[src/rtl/pong_pkg.sv]
// pong_pkg: shared geometry, colours, FSM state codes and small helpers for
// the pong renderer.
// Geometry is held as signed 11-bit values, so ball and paddle arithmetic
// can go below zero or past the screen edge and be detected, not wrapped.
package pong_pkg;

  localparam logic signed [10:0] H_ACTIVE   = 11'sd640;
  localparam logic signed [10:0] V_ACTIVE   = 11'sd480;
  localparam logic signed [10:0] BALL_SIZE  = 11'sd8;
  localparam logic signed [10:0] PADDLE_W   = 11'sd8;
  localparam logic signed [10:0] PADDLE_H   = 11'sd64;
  localparam logic signed [10:0] PAD_L_X    = 11'sd16;
  localparam logic signed [10:0] PAD_R_X    = 11'sd616;
  localparam logic signed [10:0] PAD_Y_MAX  = 11'sd416;
  localparam logic [9:0]         PAD_Y0     = 10'd208;
  localparam logic signed [10:0] BALL_X0    = 11'sd316;
  localparam logic signed [10:0] BALL_Y0    = 11'sd236;
  localparam logic signed [10:0] BALL_Y_MAX = 11'sd472;

  localparam logic [23:0] COL_BALL = 24'hFFFFFF;
  localparam logic [23:0] COL_LPAD = 24'hFF0000;
  localparam logic [23:0] COL_RPAD = 24'h0000FF;
  localparam logic [23:0] COL_NET  = 24'h808080;
  localparam logic [23:0] COL_BG   = 24'h000000;

  localparam logic [1:0] ST_SERVE = 2'd0;
  localparam logic [1:0] ST_PLAY  = 2'd1;
  localparam logic [1:0] ST_POINT = 2'd2;
  localparam logic [1:0] ST_OVER  = 2'd3;

  // 1-D interval overlap: [a, a+a_len) intersects [b, b+b_len).
  function automatic logic overlap(input logic signed [10:0] a,
                                   input logic signed [10:0] a_len,
                                   input logic signed [10:0] b,
                                   input logic signed [10:0] b_len);
    return (a < (b + b_len)) && ((a + a_len) > b);
  endfunction

  // Paddle step; both or neither button means hold; result clamped to 0..416.
  function automatic logic [9:0] paddle_next(input logic [9:0] y,
                                             input logic up,
                                             input logic dn,
                                             input logic signed [10:0] step);
    logic signed [10:0] ys;
    logic signed [10:0] nys;
    ys = $signed({1'b0, y});
    if (up && !dn) begin
      nys = ys - step;
    end else if (dn && !up) begin
      nys = ys + step;
    end else begin
      nys = ys;
    end
    if (nys < 11'sd0) begin
      nys = 11'sd0;
    end else if (nys > PAD_Y_MAX) begin
      nys = PAD_Y_MAX;
    end else begin
      nys = nys;
    end
    return 10'(nys);
  endfunction

endpackage

[src/rtl/pong_physics.sv]
// pong_physics: ball motion and score FSM (SERVE -> PLAY -> POINT -> SERVE/OVER).
// Ports:
//   clk, reset      rising-edge clock, asynchronous active-high reset
//   tick            one-clk frame pulse; all state changes happen on it
//   ly, ry          current left/right paddle top y (value before this tick's move)
//   bx, by          ball top-left corner, signed 11-bit
//   score_l/_r      BCD scores 0..9
//   game_over       high while in OVER
// Collision tests are made against the ball's next position (after the wall
// clamp), so a hit is seen in the same tick the ball enters a paddle.
module pong_physics
  import pong_pkg::*;
#(
  parameter int SERVE_FRAMES = 60,
  parameter int BALL_SPEED   = 2
) (
  input  logic               clk,
  input  logic               reset,
  input  logic               tick,
  input  logic [9:0]         ly,
  input  logic [9:0]         ry,
  output logic signed [10:0] bx,
  output logic signed [10:0] by,
  output logic [3:0]         score_l,
  output logic [3:0]         score_r,
  output logic               game_over
);

  localparam logic signed [10:0] BS         = 11'(BALL_SPEED);
  localparam logic [15:0]        SERVE_LAST = 16'(SERVE_FRAMES - 1);

  logic [1:0]         state_q, state_d;
  logic [15:0]        cnt_q, cnt_d;
  logic signed [10:0] bx_q, bx_d, by_q, by_d, dx_q, dx_d, dy_q, dy_d;
  logic [3:0]         sl_q, sl_d, sr_q, sr_d;
  logic               last_left_q, last_left_d;
  logic               game_over_q, game_over_d;

  logic signed [10:0] nbx, nby, ndy, ly_s, ry_s;
  logic               hit_l, hit_r;

  assign ly_s = $signed({1'b0, ly});
  assign ry_s = $signed({1'b0, ry});

  // Next-state: candidate move with wall clamp, paddle hits, scoring, FSM.
  always_comb begin
    state_d     = state_q;
    cnt_d       = cnt_q;
    bx_d        = bx_q;
    by_d        = by_q;
    dx_d        = dx_q;
    dy_d        = dy_q;
    sl_d        = sl_q;
    sr_d        = sr_q;
    last_left_d = last_left_q;

    nbx = bx_q + dx_q;
    nby = by_q + dy_q;
    if (nby < 11'sd0) begin
      nby = 11'sd0;
      ndy = -dy_q;
    end else if (nby > BALL_Y_MAX) begin
      nby = BALL_Y_MAX;
      ndy = -dy_q;
    end else begin
      ndy = dy_q;
    end
    hit_l = overlap(nbx, BALL_SIZE, PAD_L_X, PADDLE_W) && overlap(nby, BALL_SIZE, ly_s, PADDLE_H);
    hit_r = overlap(nbx, BALL_SIZE, PAD_R_X, PADDLE_W) && overlap(nby, BALL_SIZE, ry_s, PADDLE_H);

    if (tick) begin
      case (state_q)
        ST_SERVE: begin
          if (cnt_q == SERVE_LAST) begin
            state_d = ST_PLAY;
            cnt_d   = 16'd0;
            dx_d    = last_left_q ? BS : -BS;
            dy_d    = BS;
          end else begin
            cnt_d = cnt_q + 16'd1;
          end
        end
        ST_PLAY: begin
          bx_d = nbx;
          by_d = nby;
          dy_d = ndy;
          if (hit_l) begin
            dx_d = BS;
          end else if (hit_r) begin
            dx_d = -BS;
          end else begin
            dx_d = dx_q;
          end
          if (nbx <= 11'sd0) begin
            sr_d        = sr_q + 4'd1;
            last_left_d = 1'b0;
            state_d     = ST_POINT;
          end else if ((nbx + BALL_SIZE) >= H_ACTIVE) begin
            sl_d        = sl_q + 4'd1;
            last_left_d = 1'b1;
            state_d     = ST_POINT;
          end else begin
            state_d = ST_PLAY;
          end
        end
        ST_POINT: begin
          if ((sl_q == 4'd9) || (sr_q == 4'd9)) begin
            state_d = ST_OVER;
          end else begin
            state_d = ST_SERVE;
            cnt_d   = 16'd0;
            bx_d    = BALL_X0;
            by_d    = BALL_Y0;
          end
        end
        ST_OVER: begin
          state_d = ST_OVER;
        end
        default: begin
          state_d = ST_SERVE;
        end
      endcase
    end else begin
      state_d = state_q;
    end
    game_over_d = (state_d == ST_OVER);
  end

  // State registers.
  always_ff @(posedge clk or posedge reset) begin
    if (reset) begin
      state_q     <= ST_SERVE;
      cnt_q       <= 16'd0;
      bx_q        <= BALL_X0;
      by_q        <= BALL_Y0;
      dx_q        <= BS;
      dy_q        <= BS;
      sl_q        <= 4'd0;
      sr_q        <= 4'd0;
      last_left_q <= 1'b1;
      game_over_q <= 1'b0;
    end else begin
      state_q     <= state_d;
      cnt_q       <= cnt_d;
      bx_q        <= bx_d;
      by_q        <= by_d;
      dx_q        <= dx_d;
      dy_q        <= dy_d;
      sl_q        <= sl_d;
      sr_q        <= sr_d;
      last_left_q <= last_left_d;
      game_over_q <= game_over_d;
    end
  end

  assign bx        = bx_q;
  assign by        = by_q;
  assign score_l   = sl_q;
  assign score_r   = sr_q;
  assign game_over = game_over_q;

endmodule

[src/rtl/pong_render.sv]
// pong_render: frame tick, paddle control and pixel composition for pong.
// Ports:
//   clk, reset            rising-edge clock, asynchronous active-high reset
//   px, py                pixel coordinates from the VGA output stage
//   p1_up/dn, p2_up/dn    level-sensitive paddle buttons (left/right)
//   pixel                 RGB888, registered, 1 clk after px/py
//   score_l, score_r      BCD scores
//   game_over             high in OVER state
// Build option: define PONG_NET_EN to draw the dashed centre net.
// Paddles move on the same frame tick as the ball; the ball sees the paddle
// positions from before that tick's move.
module pong_render
  import pong_pkg::*;
#(
  parameter int SERVE_FRAMES = 60,
  parameter int BALL_SPEED   = 2,
  parameter int PADDLE_SPEED = 4
) (
  input  logic        clk,
  input  logic        reset,
  input  logic [9:0]  px,
  input  logic [9:0]  py,
  input  logic        p1_up,
  input  logic        p1_dn,
  input  logic        p2_up,
  input  logic        p2_dn,
  output logic [23:0] pixel,
  output logic [3:0]  score_l,
  output logic [3:0]  score_r,
  output logic        game_over
);

  localparam logic signed [10:0] PS = 11'(PADDLE_SPEED);

  logic [9:0]         py_q;
  logic               tick_q, tick_d;
  logic [9:0]         ly_q, ly_d, ry_q, ry_d;
  logic [23:0]        pixel_q, pixel_d;
  logic signed [10:0] px_s, py_s, pyq_s, ly_s, ry_s, bx_s, by_s;
  logic               ball_on, lpad_on, rpad_on;

  assign px_s  = $signed({1'b0, px});
  assign py_s  = $signed({1'b0, py});
  assign pyq_s = $signed({1'b0, py_q});
  assign ly_s  = $signed({1'b0, ly_q});
  assign ry_s  = $signed({1'b0, ry_q});

  pong_physics #(
    .SERVE_FRAMES(SERVE_FRAMES),
    .BALL_SPEED  (BALL_SPEED)
  ) u_phys (
    .clk      (clk),
    .reset    (reset),
    .tick     (tick_q),
    .ly       (ly_q),
    .ry       (ry_q),
    .bx       (bx_s),
    .by       (by_s),
    .score_l  (score_l),
    .score_r  (score_r),
    .game_over(game_over)
  );

  // Frame tick fires on the edge where the registered py first reaches 480.
  always_comb begin
    tick_d = (py_s == V_ACTIVE) && (pyq_s != V_ACTIVE);
  end

  // Paddle motion, only on frame ticks.
  always_comb begin
    if (tick_q) begin
      ly_d = paddle_next(ly_q, p1_up, p1_dn, PS);
      ry_d = paddle_next(ry_q, p2_up, p2_dn, PS);
    end else begin
      ly_d = ly_q;
      ry_d = ry_q;
    end
  end

  assign ball_on = !game_over && overlap(px_s, 11'sd1, bx_s, BALL_SIZE)
                              && overlap(py_s, 11'sd1, by_s, BALL_SIZE);
  assign lpad_on = overlap(px_s, 11'sd1, PAD_L_X, PADDLE_W) && overlap(py_s, 11'sd1, ly_s, PADDLE_H);
  assign rpad_on = overlap(px_s, 11'sd1, PAD_R_X, PADDLE_W) && overlap(py_s, 11'sd1, ry_s, PADDLE_H);

`ifdef PONG_NET_EN
  logic net_on;
  assign net_on = ((px == 10'd319) || (px == 10'd320)) && !py[4];
`endif

  // Pixel colour by priority; anything off the visible area is black.
  always_comb begin
    pixel_d = COL_BG;
    if ((px_s >= H_ACTIVE) || (py_s >= V_ACTIVE)) begin
      pixel_d = COL_BG;
    end else if (ball_on) begin
      pixel_d = COL_BALL;
    end else if (lpad_on) begin
      pixel_d = COL_LPAD;
    end else if (rpad_on) begin
      pixel_d = COL_RPAD;
`ifdef PONG_NET_EN
    end else if (net_on) begin
      pixel_d = COL_NET;
`endif
    end else begin
      pixel_d = COL_BG;
    end
  end

  // Pipeline, tick and paddle registers.
  always_ff @(posedge clk or posedge reset) begin
    if (reset) begin
      py_q    <= 10'd0;
      tick_q  <= 1'b0;
      ly_q    <= PAD_Y0;
      ry_q    <= PAD_Y0;
      pixel_q <= COL_BG;
    end else begin
      py_q    <= py;
      tick_q  <= tick_d;
      ly_q    <= ly_d;
      ry_q    <= ry_d;
      pixel_q <= pixel_d;
    end
  end

  assign pixel = pixel_q;

endmodule

[config.mk]
export PLATFORM = sky130hd
export DESIGN_NAME = pong_render
export DESIGN_NICKNAME = d
export VERILOG_FILES = /design/src/rtl/pong_pkg.sv /design/src/rtl/pong_physics.sv /design/src/rtl/pong_render.sv
export SDC_FILE = /design/constraint.sdc
export NUM_CORES = 1
export LEC_CHECK = 0
export ABC_AREA = 0
export CORE_AREA = 8 8 171 108
export CTS_BUF_LIST = sky130_fd_sc_hd__clkbuf_4 sky130_fd_sc_hd__clkbuf_8
export CTS_CLUSTER_SIZE = 14
export DETAILED_ROUTE_END_ITERATION = 8
export DIE_AREA = 0 0 179 116
export PLACE_DENSITY = 0.75
export SYNTH_ARGS = -nofsm -noshare
export SYNTH_HDL_FRONTEND = slang
export SYNTH_SLANG_ARGS = --single-unit
[constraint.sdc]
create_clock -name clk -period 5.15 [get_ports clk]
set_clock_uncertainty 0.15 [all_clocks]
set_input_delay 0.7725 -clock clk [delete_from_list [all_inputs] [get_ports clk]]
set_output_delay 0.7725 -clock clk [all_outputs]
set_load 0.03 [all_outputs]
======== After elaboration in Yosys (flattened, before gate mapping) ========
Index checks and enable logic that the tools add are counted.
operators by class
  $add $sub $neg .......................... 18
  $lt $le $gt $ge ......................... 30
  eq/ne operators ......................... 13
  muxes and demuxes ....................... 40
  bitwise logic cells ..................... 1
  reductions and logical operators ........ 40
operators by type and width
  operator               number
  $mux 11                17
  $pmux 11 s2            4
  $mux 24                3
  $gt 11x11->1           6
  $lt 11x11->1           6
  $add 11x5->11 const B  4
  $mux 10                4
  $gt 11x10->1 const B   3
  $lt 11x1->1 const B    3
  $mux 16                2
  $pmux 16 s2            1
  $add 10x1->11 const B  2
  $add 10x3->11 const B  2
  $add 10x7->11 const B  2
  $add 11x11->11         2
  $gt 11x11->1 const B   2
  $gt 11x6->1 const B    2
  $sub 10x3->11 const B  2
  $logic_and 1x1->1      21
  $add 16x1->16 const B  1
  $eq 16x6->1 const B    1
  $reduce_and 3->1       4
  $reduce_and 4->1       3
  $ge 11x11->1 const B   1
  26 further kinds       44
storage, ports and cells
  bits in registers ....................... 127
  bits of input ports ..................... 26
  output and inout port bits .............. 33

======== Depth between registers and ports, before layout ========
  depth after elaboration ................. 11
  depth in mapped cells ................... 21

======== Hierarchy ========
From an unflattened synthesis, not the netlist that was laid out.
second synthesis, totals
  cell total of the unflattened synthesis .. 1149
  area, all modules ....................... 9623.0 sq um
by module, submodules not included
  module        times used  cells an instance  area each (sq um)  sequential area each (sq um)
  pong_physics  1           602                5168.7             1491.4
  pong_render   1           547                4454.3             758.2

======== Worst setup path after synthesis ========
No wires, ideal clock.
  kind .................................... flip-flop to flip-flop
  start ................................... register u_phys.by_q[2] (netlist: u_phys.by[2])
  end ..................................... register u_phys.dx_q[9]
  setup time .............................. 0.095 ns
  arrival time ............................ 3.981 ns
  setup slack ............................. 0.923 ns
  cell stages (with the launch flop) ...... 20
  buffers on the path ..................... 0
  path through ............................ dfstp_2 -> ha_1 -> a21oi_2 -> o2111ai_1 -> a21oi_1 -> o211a_1 -> and2b_1 -> xnor2_1 -> a21oi_1 -> ha_1 -> nand3_1 -> xor2_1 -> a21oi_1 -> ha_1 -> nand2_1 -> nor3_1 -> a211oi_1 -> nand4_1 -> o41a_1 -> o32ai_2
on the way
  cells in the longest elaborated chain, start to end .. 10
RTL lines
  what                                                       line                                    source
  start: declaration                                         pong_physics.sv:34                      logic signed [10:0] bx_q, bx_d, by_q, by_d, dx_q, dx_d, dy_q, dy_d;
  start signal: assignment                                   pong_physics.sv:146                     by_q <= by_d;
  $add 11x11->11 (*)                                         pong_physics.sv:58                      nby = by_q + dy_q;
  $gt 11x10->1                                               pong_physics.sv:62                      end else if (nby > BALL_Y_MAX) begin
  $mux 11                                                    pong_physics.sv:62
  $mux 11 (*)                                                pong_physics.sv:59                      if (nby < 11'sd0) begin
  $add 11x5->11                                              pong_pkg.sv:36                          return (a < (b + b_len)) && ((a + a_len) > b);
  $gt 11x11->1                                               pong_pkg.sv:36
  $logic_and 1x1->1                                          pong_pkg.sv:36
  $logic_and 1x1->1 (on tied branches)                       pong_physics.sv:69, pong_physics.sv:68
  $ne 3x1->1 (no line) or $mux 11 (tied branches)            --
  $reduce_and 4->1 (no line) or $pmux 11 s2 (tied branches)  --
  end signal: assignment                                     pong_physics.sv:136                     dx_q <= BS;
  end signal: assignment                                     pong_physics.sv:147                     dx_q <= dx_d;
  end: declaration                                           pong_physics.sv:34
Mark *: on every way between the ends. The rest lies on a longest branch, timed or not.
A chain may end at the register's enable or synchronous reset.

======== Worst setup path after layout ========
Ends and elaborated chain as after synthesis.

==> load_flow_metrics.sql <==
INSERT INTO impl_metrics (metric_group, metric, value, unit) VALUES
('routing', 'route.top_layer_used', 'met4', ''),
('place', 'placed_cells_incl_taps', '1292', ''),
('global_route', 'antenna_found_initial', '0', ''),
('setup_path', 'timing.critical_path.max_delay_family', 'compound AO/OA/AOI/OAI gates', ''),
('power_and_ir_drop', 'worst_ir_drop_vdd', '107', 'uV'),
('synth', 'postSynthRegisterBits', '89', ''),
('place', 'place_congestion', '0.990', ''),
('worst_hold_path', 'hold-path-cell-count', '1', ''),
('global_route', 'grt_max_degree', '40', ''),
('synth', 'asyncSetResetFlopFracSynth', '100', '%'),
('setup_path', 'critical_path.n_buffers_inverters', '0', ''),
('floorplanning', 'die_x', '179', 'um'),
('worst_hold_path', 'holdPathEnd', 'u_phys.cnt_q[5]', ''),
('timing', 'post-route-min-period', '4.95', 'ns'),
('floorplanning', 'core.rowCount', '36', ''),
('run', 'cap_violations', '0', ''),
('routing', 'detailroute.wirelength.met3', '3030', 'um'),
('global_route', 'global_route_wire_length_before_repair', '39300', 'um'),
('timing', 'slew_headroom', '47.4', '%'),
('setup_path', 'timing.critical_path.arrival', '5.11', 'ns'),
('synth', 'post-synth-top-area-fraction', '20.2', '%'),
('layout', 'final-instance-count-excl-fill', '1308', ''),
('layout', 'final_layout_size_suffix_gt1_share', '6.46', '%'),
('setup_path', 'worst_setup_path_category', 'flip-flop to flip-flop', ''),
('synth', 'yosys_warnings', '0', ''),
('setup_path', 'timing.reg2reg.worst_path_depth', '19', ''),
('synth', 'synth-main-ff-cell', 'sky130_fd_sc_hd__dfrtp_1', ''),
('floorplanning', 'core_area', '0.0159', 'mm^2'),
('layout', 'n_antenna_cell', '0', ''),
('worst_hold_path', 'hp-start', 'u_phys.cnt_q[5]', ''),
('global_route', 'first_global_vias', '7301', ''),
('routing', 'routed_wl', '24800', 'um'),
('synth', 'postSynthCellCount', '1052', ''),
('timing', 'rsz0062_at_grt', 'no', ''),
('clock_tree', 'cts.sink_count', '89', ''),
('clock_tree', 'holdBufCountCts', '0', ''),
('clock_tree', 'htree_levels', '3', ''),
('setup_path', 'worstPathCellList', 'ha_1, a21oi_2, o2111ai_1, a21oi_1, o211a_1, and2b_1, xnor2_1, a21oi_1, ha_1, nand3_1, xor2_1, a21oi_1, ha_1, nand2_1, nor3_1, a211oi_1, nand4_1, o41a_1, o32ai_2', ''),
('layout', 'fin_util', '61.8', '%'),
('timing', 'fmax', '202', 'MHz'),
('clock_tree', 'clock_latency_late_sink', '0.41', 'ns'),
('timing', 'finalCritPeriodShare', '96.1', '%'),
('worst_hold_path', 'min-delay-path-class', 'flip-flop to flip-flop', ''),
('routing', 'postRouteAntennaNets', '0', ''),
('layout', 'layout.nets', '1265', ''),
('power_and_ir_drop', 'power_per_cell_area', '151', 'mW/mm^2'),
('clock_tree', 'tritoncts', 'done', ''),
('power_and_ir_drop', 'leakage', '4.45', 'nW'),
('setup_path', 'startpoint', 'u_phys.by[2]', ''),
('setup_path', 'worstSetupStartpointType', 'flip-flop', ''),
('floorplanning', 'design.portCount', '59', ''),
('routing', 'routedWlPerCell', '19.0', 'um'),
('layout', 'layout_common_cells', '144 x sky130_fd_sc_hd__ha_1, 85 x sky130_fd_sc_hd__nor2_1, 73 x sky130_fd_sc_hd__o21ai_0', ''),
('clock_tree', 'cts-root-buf', 'sky130_fd_sc_hd__clkbuf_8', ''),
('setup_path', 'crit-reg2reg-capture', 'u_phys.dx_q[9]', ''),
('place', 'dp_hpwl', '19200', 'um'),
('outcome', 'status', 'completed', ''),
('clock_tree', 'cts_repair_resize_count', '0', ''),
('floorplanning', 'die_area', '0.0208', 'mm^2'),
('synth', 'ys_types', '79', ''),
('clock_tree', 'clkTransAtPathRegs', '0.11', 'ns'),
('timing', 'final-max-slew-violation-count', '0', ''),
('setup_path', 'critPathMaxFanout', '4', ''),
('clock_tree', 'tritoncts.num_buffers', '9', ''),
('setup_path', 'crit_path_top_delay_cell', 'sky130_fd_sc_hd__dfstp_2', ''),
('timing', 'final.setup.tns', '0', 'ns'),
('synth', 'synth.avg_cell_area', '8.49', 'um^2'),
('clock_tree', 'cts.repair_timing.setup_buffer_count', '0', ''),
('place', 'placedInstanceArea', '0.00962', 'mm^2'),
('routing', 'routed-via-count', '7976', ''),
('timing', 'timing.final.hold_violations', '0', '');
-- through the flow --
step                setup WS, ns  hold WS [ns]  total power [W]
floorplan                  0.923         0.288         0.000864
global placement           0.602         0.314         0.000943
detailed placement         0.419         0.313         0.000948
CTS                        0.337         0.332          0.00148
global route              0.0590         0.355          0.00154
finish                     0.199         0.333          0.00148
-- cells by family after synthesis --
logic type      Yosys count  synth area share [%]
compound gates          257                  18.9
simple gates            365                  20.8
mux                       9                  1.01
buf+inv                 106                  5.43
xor+xnor                 80                  8.22
other cells               1                0.0420
flops                    89                  25.2
fa+ha+maj               145                  20.4
-- report_power, final --
part	switching (W)	total, W	internal, W
clock	0.000307	0.000541	0.000234
combinational	0.000131	0.000223	0.0000918
sequential	0.00000755	0.000716	0.000708
-- worst register-to-register path: stages, from the launching register on --
cell                        delay (ns)
sky130_fd_sc_hd__dfstp_2          0.54
sky130_fd_sc_hd__ha_1             0.27
sky130_fd_sc_hd__a21oi_2          0.21
sky130_fd_sc_hd__o2111ai_1        0.24
sky130_fd_sc_hd__a21oi_1          0.40
sky130_fd_sc_hd__o211a_1          0.27
sky130_fd_sc_hd__and2b_1          0.15
sky130_fd_sc_hd__xnor2_1          0.12
sky130_fd_sc_hd__a21oi_1          0.37
sky130_fd_sc_hd__ha_1             0.27
sky130_fd_sc_hd__nand3_1          0.09
sky130_fd_sc_hd__xor2_1           0.17
sky130_fd_sc_hd__a21oi_1          0.28
sky130_fd_sc_hd__ha_1             0.30
sky130_fd_sc_hd__nand2_1          0.10
sky130_fd_sc_hd__nor3_1           0.07
sky130_fd_sc_hd__a211oi_1         0.22
sky130_fd_sc_hd__nand4_1          0.13
sky130_fd_sc_hd__o41a_1           0.40
sky130_fd_sc_hd__o32ai_2          0.10
-- registers in the layout, summed over array words and instances, names as in the netlist --
name	cells
u_phys.cnt_q	16
py_q	10
u_phys.bx	10
u_phys.by	10
u_phys.dy_q	10
ly_q	8
ry_q	8
u_phys.score_l	4
u_phys.score_r	4
pixel	3
u_phys.state_q	2
tick_q	1
u_phys.dx_q	1
u_phys.game_over	1
u_phys.last_left_q	1
-- layer usage --
| metal | global-route usage (%) | vias up |
|---|---|---|
| li1 | - | 3884 |
| met1 | 36.4 | 3663 |
| met2 | 32.1 | 388 |
| met3 | 7.58 | 41 |
| met4 | 5.21 | 0 |
| met5 | 0 | - |
-- synth_stat cells, drive strengths merged (4+ instances only) --
master,count
a31oi,8
clkbuf,15
nand2,73
nand3b,10
a211oi,8
o31ai,10
nor2,85
a2111oi,4
o21bai,4
nand4,31
o21ai,79
nand2b,20
mux2i,9
dfrtp,71
dfstp,18
o21a,21
or3,5
buf,23
a21oi,62
xnor2,53
a22oi,8
a21o,13
nor2b,15
nor4,9
inv,67
and3,15
nand3,47
nor3,37
xor2,27
ha,144
o22ai,8
-- final cells by class --
cell class | instances | area [um^2] | share of cell area [%]
multi-input combinational | 860 | 6210 | 63.2
sequential | 89 | 2250 | 22.9
timing repair buffer | 66 | 641 | 6.52
tap | 209 | 262 | 2.66
inverter | 68 | 256 | 2.61
clock buffer | 9 | 124 | 1.26
clock inverter | 7 | 82.6 | 0.840
-- worst max-delay path by stage --
stage	endpoint	slack [ns]	cells past startpoint
CTS	u_phys.dx_q[9]	0.34	19
global placement	u_phys.dx_q[9]	0.60	21
global route	u_phys.dx_q[9]	0.06	21
detailed placement	u_phys.dx_q[9]	0.42	21
finish	u_phys.dx_q[9]	0.20	19
floorplan	u_phys.dx_q[9]	0.92	19
(Power assumes the default switching activity.)
